<file path="src/rtl/ram_rd_pkg.sv">
// Shared types and constants for the RAM read-stream front end.
package ram_rd_pkg;

  typedef enum logic [1:0] {
    IDLE,
    ISSUE,
    DRAIN
  } rd_state_t;

  localparam int RD_BUF_DEPTH = 3;

  // Fixed at one cycle: the issue rule budgets exactly one in-flight read,
  // so a deeper RAM pipeline needs that rule reworked.
  localparam int RAM_RD_LATENCY = 1;

endpackage

</file>
<file path="src/rtl/rd_skid_fifo.sv">
// Three-entry shift-register FIFO; the head sits in entry 0, so the outputs
// come straight from flops.
module rd_skid_fifo
  import ram_rd_pkg::*;
#(
  parameter int WIDTH = 11
) (
  input  logic             clk,
  input  logic             rst,
  input  logic             push,
  input  logic [WIDTH-1:0] push_data,
  input  logic             pop,
  output logic             head_valid,
  output logic [WIDTH-1:0] head_data,
  output logic [1:0]       count
);

  logic [WIDTH-1:0] mem [RD_BUF_DEPTH];
  logic [1:0]       count_nxt;
  logic [1:0]       wr_idx;

  assign count_nxt = count + 2'(push) - 2'(pop);
  // A pop shifts everything down one slot, so the free slot moves with it.
  assign wr_idx    = pop ? count - 2'd1 : count;
  assign head_data = mem[0];

  always_ff @(posedge clk) begin
    if (rst) begin
      // NOTE: entries are reset because entry 0 is the m_data port, which has a defined reset value.
      mem        <= '{default: '0};
      count      <= '0;
      head_valid <= 1'b0;
    end else begin
      // NOTE: non-blocking assignments: a push to the slot a pop is shifting into
      // must override the shift, and the later NBA wins.
      count      <= count_nxt;
      head_valid <= (count_nxt != 2'd0);
      if (pop) begin
        mem[0] <= mem[1];
        mem[1] <= mem[2];
      end
      if (push) begin
        case (wr_idx)
          2'd0:    mem[0] <= push_data;
          2'd1:    mem[1] <= push_data;
          2'd2:    mem[2] <= push_data;
          default: ;
        endcase
      end
    end
  end

  a_no_overflow: assert property (@(posedge clk) disable iff (rst)
    !(push && !pop && count == 2'd3));

endmodule

</file>
<file path="src/rtl/ram_rd_stream.sv">
// Burst read front end: issues sequential RAM reads and turns the returned
// words into a valid/ready stream with a last marker.
module ram_rd_stream
  import ram_rd_pkg::*;
#(
  parameter int DATA_WIDTH = 10,
  parameter int ADDR_WIDTH = 12,
  parameter int LEN_WIDTH  = 13
) (
  input  logic                  clk,
  input  logic                  rst,
  input  logic                  cmd_valid,
  output logic                  cmd_ready,
  input  logic [ADDR_WIDTH-1:0] cmd_base_addr,
  input  logic [LEN_WIDTH-1:0]  cmd_len,
  output logic                  ram_rd_req,
  output logic [ADDR_WIDTH-1:0] ram_rd_addr,
  input  logic [DATA_WIDTH-1:0] ram_rd_data,
  output logic                  m_valid,
  input  logic                  m_ready,
  output logic [DATA_WIDTH-1:0] m_data,
  output logic                  m_last,
  output logic                  busy,
  output logic                  done
);

  rd_state_t             state;
  logic [ADDR_WIDTH-1:0] addr;
  logic [LEN_WIDTH-1:0]  remaining;
  logic                  req_last;
  logic                  inflight;
  logic                  inflight_last;
  logic [1:0]            count;
  logic                  pop;
  logic [2:0]            occ_nxt;
  logic                  can_issue;

  assign cmd_ready = (state == IDLE);
  assign busy      = (state != IDLE);
  assign pop       = m_valid & m_ready;

  // ram_rd_req is a flop, so the next request is planned one cycle ahead
  // from the occupancy the buffer will have after this edge.
  always_comb begin
    // NOTE: defaults first so every path assigns and no latch is inferred.
    occ_nxt   = 3'(count) + 3'(inflight) - 3'(pop);
    can_issue = 1'b0;
    if (remaining != '0)
      can_issue = (occ_nxt + 3'(ram_rd_req)) < 3'(RD_BUF_DEPTH);
  end

  rd_skid_fifo #(.WIDTH(DATA_WIDTH + 1)) u_buf (
    .clk        (clk),
    .rst        (rst),
    .push       (inflight),
    .push_data  ({inflight_last, ram_rd_data}),
    .pop        (pop),
    .head_valid (m_valid),
    .head_data  ({m_last, m_data}),
    .count      (count)
  );

  always_ff @(posedge clk) begin
    if (rst) begin
      state         <= IDLE;
      addr          <= '0;
      remaining     <= '0;
      req_last      <= 1'b0;
      ram_rd_req    <= 1'b0;
      ram_rd_addr   <= '0;
      inflight      <= 1'b0;
      inflight_last <= 1'b0;
      done          <= 1'b0;
    end else begin
      inflight      <= ram_rd_req;
      inflight_last <= ram_rd_req & req_last;
      done          <= 1'b0;
      case (state)
        IDLE: begin
          if (cmd_valid) begin
            if (cmd_len == '0) begin
              done <= 1'b1;
            end else begin
              state       <= ISSUE;
              ram_rd_req  <= 1'b1;
              ram_rd_addr <= cmd_base_addr;
              req_last    <= (cmd_len == LEN_WIDTH'(1));
              addr        <= cmd_base_addr + ADDR_WIDTH'(1);
              remaining   <= cmd_len - LEN_WIDTH'(1);
            end
          end
        end
        ISSUE: begin
          if (ram_rd_req && req_last) begin
            state      <= DRAIN;
            ram_rd_req <= 1'b0;
          end else if (can_issue) begin
            ram_rd_req  <= 1'b1;
            ram_rd_addr <= addr;
            req_last    <= (remaining == LEN_WIDTH'(1));
            addr        <= addr + ADDR_WIDTH'(1);
            remaining   <= remaining - LEN_WIDTH'(1);
          end else begin
            ram_rd_req <= 1'b0;
          end
        end
        DRAIN: begin
          if (pop && m_last) begin
            state <= IDLE;
            done  <= 1'b1;
          end
        end
        default: state <= IDLE;
      endcase
    end
  end

endmodule

</file>
<file path="config.mk">
export PLATFORM = sky130hd
export DESIGN_NAME = ram_rd_stream
export DESIGN_NICKNAME = d
export VERILOG_FILES = /design/src/rtl/ram_rd_pkg.sv /design/src/rtl/rd_skid_fifo.sv /design/src/rtl/ram_rd_stream.sv
export SDC_FILE = /design/constraint.sdc
export NUM_CORES = 1
export LEC_CHECK = 0
export CORE_UTILIZATION = 50
export CTS_CLUSTER_SIZE = 40
export DETAILED_ROUTE_END_ITERATION = 6
export MAX_ROUTING_LAYER = met4
export PLACE_DENSITY = 0.78
export RECOVER_POWER = 100
export SYNTH_ARGS = -nofsm -noshare
export SYNTH_HDL_FRONTEND = slang
export SYNTH_SLANG_ARGS = --single-unit
</file>
<file path="constraint.sdc">
create_clock -name clk -period 8.9 [get_ports clk]
set_input_delay 1.78 -clock clk [delete_from_list [all_inputs] [get_ports clk]]
set_output_delay 1.78 -clock clk [all_outputs]
set_load 0.02 [all_outputs]
</file>
==> impl_metrics.csv, run 1 <==
group,metric,value,unit
clocking,post_cts_buffers,0,
power_and_ir_drop,peakVddDrop,0.1243,mV
clocking,clockBufferDepth,2,
synth,synth_fp_nets,588,
setup_path,reg2reg_depth,11,
clocking,worstSkewPairLatency,0.37,ns
setup_path,crit_arrival,7.25,ns
synth,synth_edf_count,0,
drt,routed_wl,10.03,mm
synth,synth-async-reset-ratio,0,%
layout,fin_area,5110,um^2
power_and_ir_drop,total_power,1.181,mW
synth,syn_area_per_cell,8.060,um^2
timing,setup_tns,0,ns
layout,final_cells,686,
outcome,violations,"max-capacitance violations, max-slew violations",
hold_path,hold_depth,2,
clocking,cts_buffers,9,
place,post-place-cells,670,
synth,yosysTopAreaCellShare,36.87,%
place,dp_hpwl,6.656,mm
flow_run,drv_cap,2,
setup_path,worst-path-max-fanout,26,
synth,synth-seq-area-share,36.87,%
drt,drtPass1Iterations,5,
timing,fmax,139.9,MHz
timing,rsz0062_at_grt,"false",
timing,drv_slew,110,
place,dp_slack,2.548,ns
timing,min_period_over_period,80.32,%
setup_path,crit_path_start_kind,"input port",
drt,ant_nets,0,
global_route,grt_pass1_vias,3652,
global_route,grt_max_degree,83,
global_route,grt.overflow.total,0,
global_route,grt_pass1_wl,16.53,mm
clocking,cts_tree,"yes",
global_route,antenna_found_initial,0,
drt,via_count,3990,
power_and_ir_drop,powerDensity,231.1,nW/um^2
synth,synth_ff_type,"dfxtp_1",
die,coreArea,8299,um^2
place,io_buffer_count,66,
setup_path,critPathCaptureType,"register",
clocking,ctsResizeCount,0,
setup_path,worstPathRequired,9.00,ns
hold_path,worstHoldPathType,"register to register",
setup_path,critPathKind,"input port to register",
clocking,cts_sinks,80,
layout,drive_above_1_share,5.336,%
synth,synth-seq-cells,80,
timing,slew-limit-headroom,-138.4,%
clocking,cts_hold_buf,0,
synth,syn_inst,539,
layout,final_nets,625,
clocking,cts_max_level,3,
clocking,path_clk_slew,0.09,ns
place,placed_area,4906,um^2
die,initial_core_util,52.34,%
timing,finalHoldViolCount,0,
timing,period_minus_slack,7.149,ns
synth,synth.area.top_cells,"dfxtp_1 37%, nand2_1 7.3%, nor2_1 7.1%",
timing,clock-skew-final,0.01261,ns
layout,fillers,735,
global_route,grt_use_total,23.71,%
drt,wl_per_cell,14.61,um
timing,final-setup-viol-count,0,
drt,first_iter_violations,239,
outcome,status,"finished, violations left",
timing,worst_pin_slew,3.577,ns
die,ios,67,
synth,yosysUniqueCellTypes,57,
timing,setup_slack,1.751,ns
synth,ys_warn_count,0,
synth,syn_area,4344,um^2
layout,area_delta_synth_final,17.63,%
layout,diodes,0,
drt,drcViolationCount,0,
power_and_ir_drop,p_leak,1.942,nW
die,dieHeight,95.21,um
die,dieArea,9065,um^2
drt,viasPerCell,5.816,
die,rows,33,
place,gp_congestion,0.8548,
clocking,cts_root_buffer,"clkbuf_8",
synth,synth_top_area_cell,"dfxtp_1",
die,die_width,95.21,um
==> worst max-delay path, cell delays in order <==
cell           delay, ns
dlygate4sd3_1       0.53
nand2_1             0.61
inv_1               0.61
ha_1                0.48
fa_1                0.16
inv_1               0.05
fa_1                0.47
inv_1               0.04
o2111a_1            0.26
a32oi_1             1.63
or2_0               0.48
o32ai_1             0.14
==> final cells by class <==
cell class | instances | area [um^2] | share of cell area [%]
clock buffer | 9 | 123.9 | 2.424
inverter | 18 | 67.56 | 1.322
clock inverter | 7 | 102.6 | 2.008
tap | 105 | 131.4 | 2.571
multi-input combinational | 398 | 2409 | 47.14
timing repair buffer | 69 | 674.4 | 13.20
sequential | 80 | 1602 | 31.34
==> registers in the layout, summed over array words and instances (netlist names) <==
register,flops
done,1
req_last,1
state,2
inflight_last,1
ram_rd_req,1
u_buf.head_valid,1
u_buf.mem,22
u_buf.head_data,11
inflight,1
remaining,13
addr,12
u_buf.count,2
ram_rd_addr,12
==> synth_stat cells, types with 9 or more instances <==
| master | instances |
|---|---|
| nor2_1 | 82 |
| a211oi_1 | 15 |
| a311oi_1 | 23 |
| xnor2_1 | 9 |
| nand2_1 | 84 |
| mux2i_1 | 23 |
| nor3_1 | 11 |
| dfxtp_1 | 80 |
| a21oi_1 | 25 |
| clkbuf_1 | 18 |
| inv_1 | 17 |
| buf_4 | 11 |
| o21ai_0 | 20 |
| nand3_1 | 15 |
| and3_1 | 9 |
| xor2_1 | 10 |
==> layer usage <==
layer | GRT usage (%) | wire (um) | up-vias
met5 | - | 0 | -
met4 | 8.460 | 146 | 0
met3 | 3.987 | 528 | 13
met2 | 37.62 | 4763 | 109
met1 | 30.33 | 4587 | 1904
li1 | - | - | 1964
==> path summary, 6_finish.rpt <==
kind,startpoint,end,slack (ns)
setup / recovery,m_ready,remaining[9],1.75
hold / removal,u_buf.mem[21],u_buf.head_data[10],0.46
hold reg to reg,u_buf.mem[21],u_buf.head_data[10],0.46
setup reg to reg,u_buf.head_valid,remaining[9],3.39
==> cells by family (layout without fill, tap and decap cells) <==
kind of cell             count (synthesis)  after routing  share of synthesized area, %
multiplexers                            25             25                         6.077
AO/OA/AOI/OAI                          110            110                         17.80
buffers and inverters                   61            103                         7.373
flip-flops                              80             80                         36.87
XOR/XNOR                                19             19                         3.831
AND/OR/NAND/NOR                        234            234                         24.83
adder cells (fa/ha/maj)                 10             10                         3.226
==> stage by stage <==
| stage | util, % | hold WS, ns |
|---|---|---|
| after global routing | 61.57 | 0.4963 |
| after global placement | 59.11 | 0.4548 |
| final | 61.57 | 0.4641 |
| after floorplan | - | 0.4397 |
| after CTS | 61.84 | 0.4679 |
| after detailed placement | 59.11 | 0.4663 |
==> layout by cell type (no fill, tap or decap), types with 2 or more instances in the layout <==
master and instances:
a211oi_1 15, a21oi_1 25, a311oi_1 23, a31oi_1 5, and2_1 2, and3_1 9, buf_4 2, bufinv_16 2
clkbuf_8 9, clkdlybuf4s50_1 36, clkinv_4 2, dfxtp_1 80, dlygate4sd3_1 29, fa_1 2, ha_1 8, inv_1 18
inv_6 2, mux2i_1 23, nand2_1 84, nand3_1 15, nand3b_1 4, nand4_1 2, nor2_1 82, nor2b_1 3
nor3_1 10, nor3b_1 3, nor4_1 7, o211ai_1 6, o21ai_0 20, o22ai_1 2, o32ai_1 2, xnor2_1 9
xor2_1 10
==> power breakdown <==
part / total, mW / switching (mW) / internal, mW
Combinational: 0.408 / 0.249 / 0.159
Clock: 0.309 / 0.149 / 0.161
Sequential: 0.463 / 0.0424 / 0.421
Total: 1.18 / 0.440 / 0.741
Note: power is estimated with default switching activity, not from simulation.
==> inputs of run 2 (changes only) <==
Settings changed: CORE_UTILIZATION 50 to 49, PLACE_DENSITY 0.78 to 0.8.
Clock period 8.9 ns to 5.8 ns, I/O delays scaled along.
==> impl_metrics.csv, run 2 (synthesis gave the netlist of run 1 again) <==
group,metric,value,unit
timing,setup_slack,1.095,ns
global_route,antenna_found_initial,0,
clocking,cts_tree,"yes",
clocking,worstSkewPairLatency,0.35,ns
drt,drcViolationCount,0,
place,dp_slack,1.033,ns
timing,slew-limit-headroom,-18.53,%
clocking,cts_max_level,3,
setup_path,worstPathRequired,6.06,ns
drt,ant_nets,0,
timing,worst_pin_slew,1.778,ns
timing,period_minus_slack,4.705,ns
setup_path,r2r_start,"u_buf.head_valid",
setup_path,crit_chain,"dlygate4sd3_1, nand2_1, buf_4, inv_1, ha_1, fa_1, inv_1, fa_1, inv_1, o2111a_1, nand2_1, nand2_1, buf_4, nor2_1, a311oi_1",
timing,hold_slack,0.4779,ns
layout,reg_top3,"u_buf.mem (22), remaining (13)",
layout,fillers,733,
global_route,grt_pass1_wl,16.32,mm
timing,rsz0062_at_grt,"false",
timing,fmax,212.6,MHz
drt,via_count,3929,
power_and_ir_drop,powerDensity,350.8,nW/um^2
hold_path,worstHoldPathType,"register to register",
power_and_ir_drop,peakVddDrop,0.2268,mV
setup_path,critPathKind,"input port to register",
layout,area_delta_synth_final,17.68,%
die,ios,67,
die,die_width,96.16,um
place,io_buffer_count,66,
die,initial_core_util,51.83,%
clocking,cts_hold_buf,0,
setup_path,critPathCaptureType,"register",
clocking,post_cts_buffers,0,
hold_path,min_from,"addr[1]",
clocking,cts_buffers,9,
setup_path,r2r-end,"ram_rd_addr[3]",
layout,final_nets,627,
die,rows,33,
layout,regMostFlops,"u_buf.mem",
hold_path,hold_depth,2,
flow_run,drv_cap,1,
setup_path,reg2reg_depth,14,
setup_path,worst-path-max-fanout,38,
die,coreArea,8382,um^2
place,dp_hpwl,6.603,mm
outcome,status,"finished, violations left",
setup_path,cpPeakStageDelay,0.58,ns
layout,largest_reg_flops,22,
drt,routed_wl,9.811,mm
global_route,grt_use_total,23.01,%
die,dieHeight,96.16,um
timing,clock-skew-final,0.01123,ns
layout,drive_above_1_share,5.155,%
drt,drtPass1Iterations,5,
layout,mostFrequentLayoutCell,"nand2_1",
layout,multiInputGateArea,2415,um^2
power_and_ir_drop,p_leak,1.941,nW
clocking,cts_root_buffer,"clkbuf_8",
layout,post-route-util,60.99,%
clocking,ctsResizeCount,0,
outcome,violations,"max-capacitance violations, max-slew violations",
clocking,path_clk_slew,0.09,ns
drt,first_iter_violations,199,
hold_path,worst_hold_path.endpoint,"addr[1]",
global_route,grt_pass1_vias,3678,
timing,final-setup-viol-count,0,
drt,wl_per_cell,14.28,um
die,dieArea,9246,um^2
global_route,grt_max_degree,47,
setup_path,worst-r2r-setup-slack,2.09,ns
timing,min_period_over_period,81.11,%
place,gp_congestion,0.8349,
timing,setup_tns,0,ns
clocking,cts_sinks,80,
layout,final_cell_mix,"84 x nand2_1, 82 x nor2_1, 80 x dfxtp_1, 35 x clkdlybuf4s50_1, 30 x dlygate4sd3_1",
timing,drv_slew,42,
clocking,clockBufferDepth,2,
setup_path,slowest_stage,"inv_1",
setup_path,crit_path_start_kind,"input port",
global_route,grt.overflow.total,0,
layout,diodes,0,
drt,viasPerCell,5.719,
layout,seqCellArea,1602,um^2
timing,finalHoldViolCount,0,
setup_path,crit_arrival,4.97,ns
-- run 2: worst max-delay path, delay by kind of cell --
kind                     cells  cell delay (ns)
AO/OA/AOI/OAI                2             0.53
adder cells (fa/ha/maj)      3             1.15
buffers and inverters        6             1.79
AND/OR/NAND/NOR              4             0.33
-- run 2: worst max-delay path by stage --
stage | start | endpoint | slack (ns) | cells past startpoint
2_1_floorplan | m_ready | remaining[2] | 2.00 | 15
3_3_place_gp | m_ready | ram_rd_addr[3] | 1.17 | 15
3_5_place_dp | m_ready | ram_rd_addr[3] | 1.03 | 15
4_1_cts | m_ready | ram_rd_addr[3] | 1.42 | 15
5_1_grt | m_ready | remaining[3] | 0.81 | 15
6_report | m_ready | ram_rd_addr[3] | 1.10 | 15
-- run 2: report_power, final --
group | switching [mW] | internal (mW)
Combinational | 0.384 | 0.248
Sequential | 0.0646 | 0.645
Clock | 0.210 | 0.241
Total | 0.659 | 1.13
-- run 2: layout make-up --
type,count,share of cell area (%)
clock buffer,10,2.496
clock inverter,5,1.591
inverter,18,1.322
multi-input combinational,398,47.23
sequential,80,31.33
tap,105,2.570
timing repair buffer,71,13.46
-- run 2: through the flow --
stage	power (mW)	area (um^2)	std cells
floorplan	1.194	4344	539
global placement	1.351	4921	672
detailed placement	1.369	4921	672
CTS	1.817	5130	687
global route	1.905	5112	687
finish	1.794	5112	687
-- run 2: layer usage --
metal  global-route usage, %  vias to the layer above  wire length, um
met4                   9.080                        0              178
met1                   29.39                     1834             4646
met3                   3.081                       17              423
met5                       -                        -                0
met2                   36.76                      103             4562
li1                        -                     1975                -
==> inputs of run 3 (changes only) <==
Clock period 5.8 ns to 4 ns, I/O delays scaled along.
==> impl_metrics.csv, run 3 (synthesis gave the netlist of run 1 again) <==
group,metric,value,unit
place,gp_congestion,0.8612,
setup_path,critPathKind,"input port to register",
hold_path,worstHoldPathType,"register to register",
layout,area_delta_synth_final,17.57,%
drt,first_iter_violations,201,
timing,period_minus_slack,3.426,ns
clocking,worstSkewPairLatency,0.36,ns
clocking,cts_buffers,9,
timing,drv_slew,54,
clocking,cts_sinks,80,
layout,fin_area,5107,um^2
drt,drcViolationCount,0,
layout,diodes,0,
layout,regMostFlops,"u_buf.mem",
global_route,grt_use_total,23.65,%
hold_path,min_from,"addr[7]",
setup_path,cp-startpoint,"cmd_len[0]",
clocking,cts_root_buffer,"clkbuf_8",
layout,fillers,752,
die,coreArea,8382,um^2
global_route,grt_pass1_vias,3735,
drt,wl_per_cell,14.32,um
timing,worst_pin_slew,2.304,ns
setup_path,r2r_start,"inflight",
layout,mostFrequentLayoutCell,"nand2_1",
global_route,grt_max_degree,54,
clocking,clockBufferDepth,2,
clocking,post_cts_buffers,0,
clocking,cts_tree,"yes",
die,initial_core_util,51.83,%
outcome,status,"finished, violations left",
die,die_width,96.16,um
global_route,grt_pass1_wl,16.70,mm
power_and_ir_drop,peakVddDrop,0.3158,mV
flow_run,drv_cap,1,
setup_path,worstPathRequired,4.15,ns
setup_path,worst-path-max-fanout,22,
place,io_buffer_count,66,
drt,ant_nets,0,
layout,final_nets,629,
outcome,violations,"max-capacitance violations, max-slew violations",
power_and_ir_drop,powerDensity,493.4,nW/um^2
power_and_ir_drop,p_leak,1.939,nW
setup_path,critPathCaptureType,"register",
clocking,cts_hold_buf,0,
drt,routed_wl,9.878,mm
die,rows,33,
timing,hold_slack,0.4713,ns
die,dieArea,9246,um^2
layout,post-route-util,60.93,%
timing,setup_slack,0.5741,ns
place,dp_hpwl,6.834,mm
timing,setup_tns,0,ns
timing,rsz0062_at_grt,"false",
place,placed_area,4949,um^2
clocking,cts_max_level,3,
die,ios,67,
layout,reg_top3,"u_buf.mem (22), remaining (13)",
global_route,grt.overflow.total,0,
layout,largest_reg_flops,22,
timing,finalHoldViolCount,0,
drt,via_count,3974,
place,dp_slack,0.2435,ns
setup_path,crit_path_start_kind,"input port",
layout,drive_above_1_share,5.641,%
drt,viasPerCell,5.759,
layout,final_cell_mix,"84 x nand2_1, 82 x nor2_1, 80 x dfxtp_1, 36 x clkdlybuf4s50_1, 29 x dlygate4sd3_1",
die,dieHeight,96.16,um
timing,fmax,291.9,MHz
timing,slew-limit-headroom,-53.60,%
timing,min_period_over_period,85.65,%
setup_path,crit_arrival,3.58,ns
clocking,path_clk_slew,0.09,ns
timing,final-setup-viol-count,0,
timing,clock-skew-final,0.01150,ns
drt,drtPass1Iterations,5,
clocking,ctsResizeCount,0,
global_route,antenna_found_initial,0,
## run 3: cell count changes in the layout (fill, tap and decap cells not counted)
cell             previous run  this run
buf_12                      0         1
buf_4                       4         3
bufinv_16                   2         0
clkbuf_1                    3         4
clkdlybuf4s50_1            35        36
clkinv_2                    1         2
clkinv_4                    0         1
dlygate4sd3_1              30        29
inv_6                       1         2
inv_8                       0         1
nor3_1                     11        10
nor3_2                      0         1
## run 3: worst max-delay path, stage by stage
cell and delay, ns:
dlygate4sd3_1 0.61, inv_1 0.12, ha_1 0.21, nor3b_1 0.48, nand4b_2 0.29, a32oi_4 0.67
or2_2 0.29, o32ai_1 0.11
## run 3: power breakdown
| group | switching [mW] | leakage [nW] | internal, mW |
|---|---|---|---|
| clock | 0.326 | 0.0919 | 0.233 |
| sequential | 0.0939 | 0.655 | 0.936 |
| combinational | 0.561 | 1.19 | 0.371 |
## run 3: area by class of cell
class | instances | area (um^2) | share of cell area [%]
Inverter | 18 | 67.56 | 1.323
Clock buffer | 9 | 123.9 | 2.425
Clock inverter | 7 | 55.05 | 1.078
Multi-Input combinational cell | 398 | 2420 | 47.38
Sequential cell | 80 | 1602 | 31.36
Tap cell | 105 | 131.4 | 2.572
Timing Repair Buffer | 73 | 708.2 | 13.87
## run 3: through the flow
stage          total power [mW]  instances
2_1_floorplan             1.731        539
3_3_place_gp              1.981        674
3_5_place_dp              2.007        674
4_1_cts                   2.574        690
5_1_grt                   2.686        690
6_report                  2.520        690
## run 3: per-layer routing
| layer | share of wire [%] | global-route usage (%) | vias up |
|---|---|---|---|
| li1 | - | - | 1973 |
| met1 | 45 | 30.06 | 1850 |
| met2 | 46 | 36.64 | 122 |
| met3 | 5.2 | 3.397 | 29 |
| met4 | 3.0 | 11.82 | 0 |
| met5 | 0 | - | - |
## run 3: path summary, 6_finish.rpt
| path | to | slack (ns) | cells past startpoint |
|---|---|---|---|
| hold reg to reg | addr[7] | 0.47 | 2 |
| setup reg to reg | remaining[9] | 1.06 | 10 |
| setup / recovery | remaining[9] | 0.57 | 8 |
| hold / removal | addr[7] | 0.47 | 2 |
